## src/rtl/mem_access_unit_pkg.sv

```systemverilog
// Shared definitions for the memory access stage: ALU control codes,
// memory op encoding, MEM FSM states, bus access sizes and op decode helpers.
package mem_access_unit_pkg;

    // ALU control codes used by the EX stage
    localparam logic [3:0] ALU_ADD  = 4'd0;
    localparam logic [3:0] ALU_SUB  = 4'd1;
    localparam logic [3:0] ALU_AND  = 4'd2;
    localparam logic [3:0] ALU_OR   = 4'd3;
    localparam logic [3:0] ALU_XOR  = 4'd4;
    localparam logic [3:0] ALU_NOR  = 4'd5;
    localparam logic [3:0] ALU_SLT  = 4'd6;
    localparam logic [3:0] ALU_SLTU = 4'd7;
    localparam logic [3:0] ALU_SLL  = 4'd8;
    localparam logic [3:0] ALU_SRL  = 4'd9;
    localparam logic [3:0] ALU_SRA  = 4'd10;
    localparam logic [3:0] ALU_LUI  = 4'd11;

    typedef enum logic [3:0] {
        MOP_NONE = 4'd0,
        MOP_LB   = 4'd1,
        MOP_LBU  = 4'd2,
        MOP_LH   = 4'd3,
        MOP_LHU  = 4'd4,
        MOP_LW   = 4'd5,
        MOP_SB   = 4'd6,
        MOP_SH   = 4'd7,
        MOP_SW   = 4'd8
    } mem_op_e;

    typedef enum logic [2:0] {
        S_IDLE    = 3'd0,
        S_REQ     = 3'd1,
        S_WAIT    = 3'd2,
        S_DONE    = 3'd3,
        S_DISCARD = 3'd4
    } mem_state_e;

    localparam logic [1:0] SIZE_BYTE = 2'd0;
    localparam logic [1:0] SIZE_HALF = 2'd1;
    localparam logic [1:0] SIZE_WORD = 2'd2;

    function automatic logic op_is_load(input mem_op_e op);
        return op inside {MOP_LB, MOP_LBU, MOP_LH, MOP_LHU, MOP_LW};
    endfunction

    function automatic logic op_is_store(input mem_op_e op);
        return op inside {MOP_SB, MOP_SH, MOP_SW};
    endfunction

    function automatic logic [1:0] op_size(input mem_op_e op);
        case (op)
            MOP_LB, MOP_LBU, MOP_SB: return SIZE_BYTE;
            MOP_LH, MOP_LHU, MOP_SH: return SIZE_HALF;
            default:                 return SIZE_WORD;
        endcase
    endfunction

endpackage

```

## src/rtl/mem_access_unit_load_ext.sv

```systemverilog
// Load lane select and sign/zero extension of the raw bus read word.
// Non-load ops produce zero.
module load_ext
    import mem_access_unit_pkg::*;
(
    input  mem_op_e     op_i,
    input  logic [1:0]  addr_lo_i,
    input  logic [31:0] rdata_i,
    output logic [31:0] result_o
);

    logic [7:0]  byte_sel;
    logic [15:0] half_sel;

    // pick the addressed lane, then extend according to the op
    always_comb begin
        case (addr_lo_i)
            2'd0:    byte_sel = rdata_i[7:0];
            2'd1:    byte_sel = rdata_i[15:8];
            2'd2:    byte_sel = rdata_i[23:16];
            default: byte_sel = rdata_i[31:24];
        endcase
        half_sel = addr_lo_i[1] ? rdata_i[31:16] : rdata_i[15:0];

        case (op_i)
            MOP_LB:  result_o = {{24{byte_sel[7]}}, byte_sel};
            MOP_LBU: result_o = {24'h0, byte_sel};
            MOP_LH:  result_o = {{16{half_sel[15]}}, half_sel};
            MOP_LHU: result_o = {16'h0, half_sel};
            MOP_LW:  result_o = rdata_i;
            default: result_o = 32'h0;
        endcase
    end

endmodule

```

## src/rtl/mem_access_unit.sv

```systemverilog
// MEM stage bus access unit: issues one load/store at a time on the data
// bus, extends load data, handles flush and downstream hold.
// Optional macro MEM_ALIGN_CHECK_EN: when defined, misaligned accesses raise
// address errors and are not issued; when undefined, address low bits are
// forced to the access size and the error outputs are tied low.
//
// state     | meaning
// ----------+-----------------------------------------------------------
// S_IDLE    | no access outstanding; accepts a new access from EX
// S_REQ     | data_req_o high, waiting for address handshake
// S_WAIT    | address accepted, waiting for data/write completion
// S_DONE    | result valid (mem_done_o); held while wb_stall_i
// S_DISCARD | flushed after address handshake; drain the response
module mem_access_unit
    import mem_access_unit_pkg::*;
(
    input  logic        clk,
    input  logic        rst,
    input  logic        ex_valid_i,
    input  logic [3:0]  mem_op_i,
    input  logic [31:0] ex_aluout_i,
    input  logic [31:0] ex_rdata2_i,
    input  logic        mem_flush_i,
    input  logic        wb_stall_i,
    output logic        data_req_o,
    output logic        data_wr_o,
    output logic [1:0]  data_size_o,
    output logic [31:0] data_addr_o,
    output logic [31:0] data_wdata_o,
    input  logic        data_addr_ok_i,
    input  logic        data_data_ok_i,
    input  logic [31:0] data_rdata_i,
    output logic [31:0] mem_rdata_o,
    output logic        mem_done_o,
    output logic        mem_stall_o,
    output logic        mem_adel_o,
    output logic        mem_ades_o,
    output logic [31:0] mem_badvaddr_o
);

    mem_op_e     op_in;
    logic        in_load;
    logic        in_store;
    logic        in_access;
    logic        misalign;
    logic        start;
    logic [1:0]  in_size;
    logic [31:0] in_addr;
    logic [31:0] in_wdata;

    mem_state_e  state_q, state_d;
    mem_op_e     op_q, op_d;
    logic        wr_q, wr_d;
    logic [1:0]  size_q, size_d;
    logic [31:0] addr_q, addr_d;
    logic [31:0] wdata_q, wdata_d;
    logic [31:0] rdata_q, rdata_d;
    logic [31:0] ext_result;
    logic        latch;

    // decode the incoming EX access: size, alignment, address and store lanes
    always_comb begin
        op_in     = mem_op_e'(mem_op_i);
        in_load   = op_is_load(op_in);
        in_store  = op_is_store(op_in);
        in_access = ex_valid_i & (in_load | in_store);
        in_size   = op_size(op_in);
        in_addr   = ex_aluout_i;
`ifdef MEM_ALIGN_CHECK_EN
        case (in_size)
            SIZE_HALF: misalign = ex_aluout_i[0];
            SIZE_WORD: misalign = |ex_aluout_i[1:0];
            default:   misalign = 1'b0;
        endcase
        mem_adel_o     = in_access & misalign & in_load;
        mem_ades_o     = in_access & misalign & in_store;
        mem_badvaddr_o = (in_access & misalign) ? ex_aluout_i : 32'h0;
`else
        // without alignment checking the bus always sees a size-aligned address
        case (in_size)
            SIZE_HALF: in_addr[0]   = 1'b0;
            SIZE_WORD: in_addr[1:0] = 2'b00;
            default:   ;
        endcase
        misalign       = 1'b0;
        mem_adel_o     = 1'b0;
        mem_ades_o     = 1'b0;
        mem_badvaddr_o = 32'h0;
`endif
        start = in_access & ~misalign & ~mem_flush_i;

        case (op_in)
            MOP_SB:  in_wdata = {4{ex_rdata2_i[7:0]}};
            MOP_SH:  in_wdata = {2{ex_rdata2_i[15:0]}};
            default: in_wdata = ex_rdata2_i;
        endcase
    end

    load_ext u_load_ext (
        .op_i      (op_q),
        .addr_lo_i (addr_q[1:0]),
        .rdata_i   (data_rdata_i),
        .result_o  (ext_result)
    );

    // next-state and request/result register updates
    always_comb begin
        state_d = state_q;
        op_d    = op_q;
        wr_d    = wr_q;
        size_d  = size_q;
        addr_d  = addr_q;
        wdata_d = wdata_q;
        rdata_d = rdata_q;
        latch   = 1'b0;

        case (state_q)
            S_IDLE: begin
                if (start) begin
                    state_d = S_REQ;
                    latch   = 1'b1;
                end
            end
            S_REQ: begin
                if (data_addr_ok_i) begin
                    if (mem_flush_i) begin
                        // response already here means nothing left to drain
                        state_d = data_data_ok_i ? S_IDLE : S_DISCARD;
                    end else if (data_data_ok_i) begin
                        state_d = S_DONE;
                        rdata_d = ext_result;
                    end else begin
                        state_d = S_WAIT;
                    end
                end else if (mem_flush_i) begin
                    state_d = S_IDLE;
                end
            end
            S_WAIT: begin
                if (data_data_ok_i) begin
                    if (mem_flush_i) begin
                        state_d = S_IDLE;
                    end else begin
                        state_d = S_DONE;
                        rdata_d = ext_result;
                    end
                end else if (mem_flush_i) begin
                    state_d = S_DISCARD;
                end
            end
            S_DONE: begin
                if (!wb_stall_i) begin
                    if (start) begin
                        state_d = S_REQ;
                        latch   = 1'b1;
                    end else begin
                        state_d = S_IDLE;
                    end
                end
            end
            S_DISCARD: begin
                if (data_data_ok_i) begin
                    state_d = S_IDLE;
                end
            end
            default: state_d = S_IDLE;
        endcase

        if (latch) begin
            op_d    = op_in;
            wr_d    = in_store;
            size_d  = in_size;
            addr_d  = in_addr;
            wdata_d = in_wdata;
        end
    end

    // state and request/result registers
    always_ff @(posedge clk or negedge rst) begin
        if (!rst) begin
            state_q <= S_IDLE;
            op_q    <= MOP_NONE;
            wr_q    <= 1'b0;
            size_q  <= SIZE_BYTE;
            addr_q  <= 32'h0;
            wdata_q <= 32'h0;
            rdata_q <= 32'h0;
        end else begin
            state_q <= state_d;
            op_q    <= op_d;
            wr_q    <= wr_d;
            size_q  <= size_d;
            addr_q  <= addr_d;
            wdata_q <= wdata_d;
            rdata_q <= rdata_d;
        end
    end

    // bus and pipeline outputs derived from state and latched fields
    always_comb begin
        data_req_o   = (state_q == S_REQ);
        data_wr_o    = (state_q == S_REQ) & wr_q;
        data_size_o  = size_q;
        data_addr_o  = addr_q;
        data_wdata_o = wdata_q;
        mem_rdata_o  = rdata_q;
        mem_done_o   = (state_q == S_DONE);
        mem_stall_o  = (state_q == S_REQ) | (state_q == S_WAIT) |
                       (state_q == S_DISCARD) | ((state_q == S_IDLE) & start);
    end

endmodule

```

## config.mk

```make
export PLATFORM = sky130hd
export DESIGN_NAME = mem_access_unit
export DESIGN_NICKNAME = d
export VERILOG_FILES = /design/src/rtl/mem_access_unit_pkg.sv /design/src/rtl/mem_access_unit_load_ext.sv /design/src/rtl/mem_access_unit.sv
export SDC_FILE = /design/constraint.sdc
export NUM_CORES = 1
export LEC_CHECK = 0
export ABC_AREA = 1
export CAP_MARGIN = 20
export CORE_AREA = 2 2 116 118
export CTS_CLUSTER_DIAMETER = 50
export CTS_CLUSTER_SIZE = 12
export DETAILED_ROUTE_END_ITERATION = 16
export DIE_AREA = 0 0 118 120
export GPL_ROUTABILITY_DRIVEN = 0
export PLACE_DENSITY = 0.88
export SLEW_MARGIN = 20
export SYNTH_ARGS = -nofsm -noshare
export SYNTH_HDL_FRONTEND = slang
export SYNTH_SLANG_ARGS = --single-unit
```

## constraint.sdc

```tcl
create_clock -name clk -period 4.4 [get_ports clk]
set_input_delay 0.44 -clock clk [delete_from_list [all_inputs] [get_ports clk]]
set_output_delay 0.44 -clock clk [all_outputs]
set_load 0.02 [all_outputs]
```

### After elaboration in Yosys (flattened, before gate mapping)

Cells that the tools add are included.

* logic and storage cells: 86
* bits in latches: 0
* bits in registers: 106
* RAM bits: 0
* memories: 0
* input port bits: 107
* bits in read-only memories: 0
* output and inout port bits: 136

* $add $sub $neg: 0
* $lt $le $gt $ge: 0
* reductions and logical operators: 10
* $mul: 0
* mux-type cells: 29
* divide/modulo/power cells: 0
* shift operators: 0
* bitwise gates (word level): 9
* equal/unequal tests: 31

Operators with widths (count)
* 32-bit two-way mux: 5
* 32-bit case mux with 5 select lines: 1
* 32-bit case mux with 2 select lines: 2
* 3-bit two-way mux: 9
* 4-bit by 3-bit == test with 1-bit output, second input constant: 6
* 8-bit case mux with 3 select lines: 1
* 4-bit by 2-bit == test with 1-bit output, second input constant: 4
* 16-bit two-way mux: 1
* 3-bit case mux with 5 select lines: 1
* 2-bit inequality test, second input constant: 6
* 4-bit by 1-bit == test with 1-bit output, second input constant: 2
* 3-bit by 2-bit == test with 1-bit output, second input constant: 2
* 1-bit two-way mux: 6
* 6-bit AND reduction: 1
* 3-bit OR reduction: 2
* 5-bit AND reduction: 1
* 5-bit nonzero test: 1
* 1-bit AND: 4
* 2-bit by 1-bit == test with 1-bit output, second input constant: 2
* 2-bit == test, second input constant: 2
* 4-bit == test, second input constant: 1
* 2-bit by 1-bit inequality test with 1-bit output, second input constant: 2
* 1-bit bitwise OR: 4
* 2-bit case mux with 2 select lines: 1
* 12 further kinds: 12

### Longest topological paths before layout

* depth after elaboration: 8
* mapped depth: 11
* gate-level depth less buffers: 10

### Hierarchy

A second synthesis with hierarchy kept.

* cells, all modules: 847
* area, all modules: 6077.1 µm²

Modules (own cells, without submodules)
* mem_access_unit: seq. area each 2652.5 µm², area an instance 5094.9 µm², instances 1, cells an instance 632
* load_ext: seq. area each 0.0 µm², area an instance 982.2 µm², instances 1, cells an instance 215

### Worst setup path before layout

Ideal clock, no wire load.

* kind: input to output
* from: input mem_op_i[0]
* to: output mem_stall_o
* arrival time: 1.358 ns
* slack: 2.602 ns
* stages on the path: 6
* path buffers: 1
* data required time: 3.960 ns
* cells stage by stage: nor2_2 nor2_1 nor2_4 nand3_2 buf_2 nand4_1

* longest elaborated chain between the ends: 7
* elaborated cells on any way between the ends: 15

Ends and longest elaborated chain
* from (decl): RTL line mem_access_unit.sv:20 `input logic [3:0] mem_op_i,`
* 4-bit by 1-bit == test with 1-bit output, or another cell as far along: RTL line mem_access_unit_pkg.sv:44 `return op inside {MOP_LB, MOP_LBU, MOP_LH, MOP_LHU, MOP_LW};`
* 5-bit nonzero test / 3-bit nonzero test (equally long branches): RTL line mem_access_unit_pkg.sv:44, mem_access_unit_pkg.sv:48
* 1-bit bitwise OR (*): RTL line mem_access_unit.sv:66 `in_access = ex_valid_i & (in_load | in_store);`
* 1-bit AND (*): RTL line mem_access_unit.sv:66
* 1-bit AND (*): RTL line mem_access_unit.sv:90 `start = in_access & ~misalign & ~mem_flush_i;`
* 1-bit AND (*): RTL line mem_access_unit.sv:209 `(state_q == S_DISCARD) | ((state_q == S_IDLE) & start);`
* 1-bit bitwise OR (*): RTL line mem_access_unit.sv:209
* to (decl): RTL line mem_access_unit.sv:35 `output logic mem_stall_o,`

Every way passes the cells marked *; elsewhere a longest branch is shown, timed or not.

### Final worst setup path

* from: input mem_op_i[3]
* to: output mem_stall_o

Same word-level chain as after synthesis.

==> results.tsv <==
metric	value	unit
die_h	120	um
wl_per_cell	14.6	um
vias	6215	
synth-compound-area-share	5.26	%
dpl_cell_area	0.00798	mm2
worst_r2r_path_depth	6	
clk_latency	0.35	ns
r2r_setup_slack	1.79	ns
overflow	0	
syn2layout_area_growth	39.1	%
cpLargestDelayFamily	buffers and inverters	
setup_tns	0	ns
clk_path_buf_depth	2	
syn_inst	851	
synth_top_family_by_area	simple AND/OR/NAND/NOR gates	
die_area	0.0142	mm2
fin_hold_ws	0.129	ns
routed_wl	17700	um
synth_seq_cells	106	
worstMarginPinSlew	0.742	ns
synth_xor_area_share	0	%
clk_pin_slew_worst_paths	0.06	ns
vias_per_cell	5.12	
finalSetupViolations	0	
ys_warn_count	0	
grt_max_degree	80	
finalCriticalPeriod	3.31	ns
fmax	0.302	GHz
worstPathBufferInverterCount	3	
clkSinkCount	106	
maxCapViolations	0	
antenna_found_initial	0	
nets	1141	
switching_power	2.28	mW
synth_fa_ha_area_share	0	%
grt_usage	25.1	%
grt_pass1_vias	5690	
cts_tree	done	
yosys.area_share.simple	39.4	%
leakagePower	4.23	nW
ctsHoldBuffers	0	
hp-class	primary input to asynchronous set/reset pin	
cp_slowest_cell	clkdlybuf4s50_1	
drtAntennaViolNets	0	
start_util	45.8	%
irDropWorstVdd	0.384	mV
drc	0	
core	0.0130	mm2
fillCellCount	1166	
end_kind	primary output	
cts_buffers	9	
dp_hpwl	12600	um
ys_seq_area_share	44.6	%
p_int	3.10	mW
status	complete, no violations	
final.period_utilization	75.3	%
ios	243	
path_max_fanout	28	
reg2reg_to	data_wdata_o[17]	
p_sw_share	42.3	%
rsz0062_at_grt	no	
worstReg2RegStart	state_q[2]	
pwr-share-clk	14.5	%
critPathLaunchType	primary input	
fin_skew	0.00668	ns
hold_viol_final	0	
synthesis.area	0.00594	mm2
htree_levels	3	
io_buffers	208	
critPathMaxStageDelay	0.64	ns
rows	42	
ctsResizeCount	0	
maxSlewHeadroom	50.5	%
p_seq_share	32.2	%
synth_mux_area_share	0	%
slew_violations	0	
cts_root_buf	clkbuf_16	
worstPathRequired	3.96	ns
grt_pass1_wl	28200	um
path_class	primary input to primary output	
die_w	118	um
design_area	0.00826	mm2
total_power	5.38	mW
antenna_cells	0	
cp.arrival	2.87	ns
final_util	63.7	%
synth.distinct_cells	27	
powerDensity	651	mW/mm2
drive_above_1_share	3.95	%
crit_chain	clkdlybuf4s50_1 -> inv_2 -> nand2_2 -> nand3_2 -> nand3_2 -> nand4_1 -> clkdlybuf4s50_1	
post_cts_buffers	0	
combPwrFrac	53.3	%
firstDrtPassIters	5	
drt_iter0_markers	426	
postSynthAreaPerCell	6.98	um2
==> metrics by stage <==
stage,setup WS [ns],std cells
floorplan,2.60,884
global placement,1.19,1199
global route,0.949,1215
finish,1.09,1215
detailed placement,1.08,1199
CTS,1.12,1215
==> registers in the layout (all words and copies together), names as in the netlist <==
register,cells
state_q,3
data_wdata_o,32
mem_rdata_o,32
data_size_o,2
data_addr_o,32
wr_q,1
op_q,4
==> metal layers <==
layer / GRT usage [%] / routed length (um) / vias up
li1: - / - / 2997
met1: 31.2 / 7090 / 2891
met2: 41.4 / 8560 / 287
met3: 7.03 / 1640 / 40
met4: 10.0 / 448 / 0
met5: 0 / 0 / -
==> final cells by class <==
cell class	count	area [um2]	share of cell area [%]
clock inverters	4	26.3	0.318
well taps	176	220	2.66
repair buffers	215	2140	25.8
multi-input cells	651	2780	33.7
clock buffers	12	256	3.10
flip-flops and latches	106	2650	32.1
inverters	51	191	2.32
==> how the worst max path moves through the flow <==
stage,startpoint,slack (ns),cells past startpoint,end
floorplan,mem_op_i[0],2.60,6,mem_stall_o
detailed placement,mem_op_i[3],1.08,9,data_wdata_o[17]
global route,mem_op_i[3],0.95,7,mem_stall_o
CTS,mem_op_i[3],1.12,7,mem_stall_o
finish,mem_op_i[3],1.09,7,mem_stall_o
global placement,mem_op_i[3],1.19,9,data_wdata_o[10]
==> synth_stat cells (all sizes together) <==
master	number	area, um2
nor2	40	163
inv	51	191
nand3b	1	7.51
nor3	2	20.0
clkbuf	21	78.8
buf	55	363
a21oi	13	65.1
o2111ai	1	8.76
o211ai	1	7.51
and2	1	6.26
dfrtp	106	2650
o21ai	43	215
nand3	133	686
or2	1	6.26
nand2	375	1410
a31o	1	8.76
a21boi	1	7.51
nand4	4	40.0
conb	1	3.75
==> kinds of logic after synthesis <==
family / after synthesis
AND/OR/NAND/NOR: 557
flip-flops: 106
other: 1
AO/OA/AOI/OAI: 60
buffers and inverters: 127
==> worst register-to-register path: cells and delay by family (launching register included) <==
family / cells / cell delay (ns)
AND/OR/NAND/NOR: 5 / 1.57
buffers and inverters: 1 / 0.54
flip-flops: 1 / 0.45
==> power groups by stage <==
stage | sequential, mW | combinational, mW | clock, mW
floorplan | 2.22 | 1.10 | 0
global placement | 1.74 | 2.80 | 0
detailed placement | 1.74 | 2.87 | 0
CTS | 1.73 | 2.88 | 0.792
global route | 1.79 | 3.11 | 0.834
finish | 1.73 | 2.87 | 0.777
==> placed cells by master (no fill, tap or decap), drive strengths merged <==
cell           instances
inv                   51
nand3b                 1
or2                    1
nand4                  4
o2111ai                1
nand2                375
a31o                   1
a21boi                 1
clkinv                 3
clkdlybuf4s50        207
a21oi                 13
o21ai                 43
buf                    8
nor2                  40
conb                  34
and2                   1
clkinvlp               1
dfrtp                106
nor3                   2
o211ai                 1
clkbuf                12
nand3                133
(Power assumes the default switching activity.)
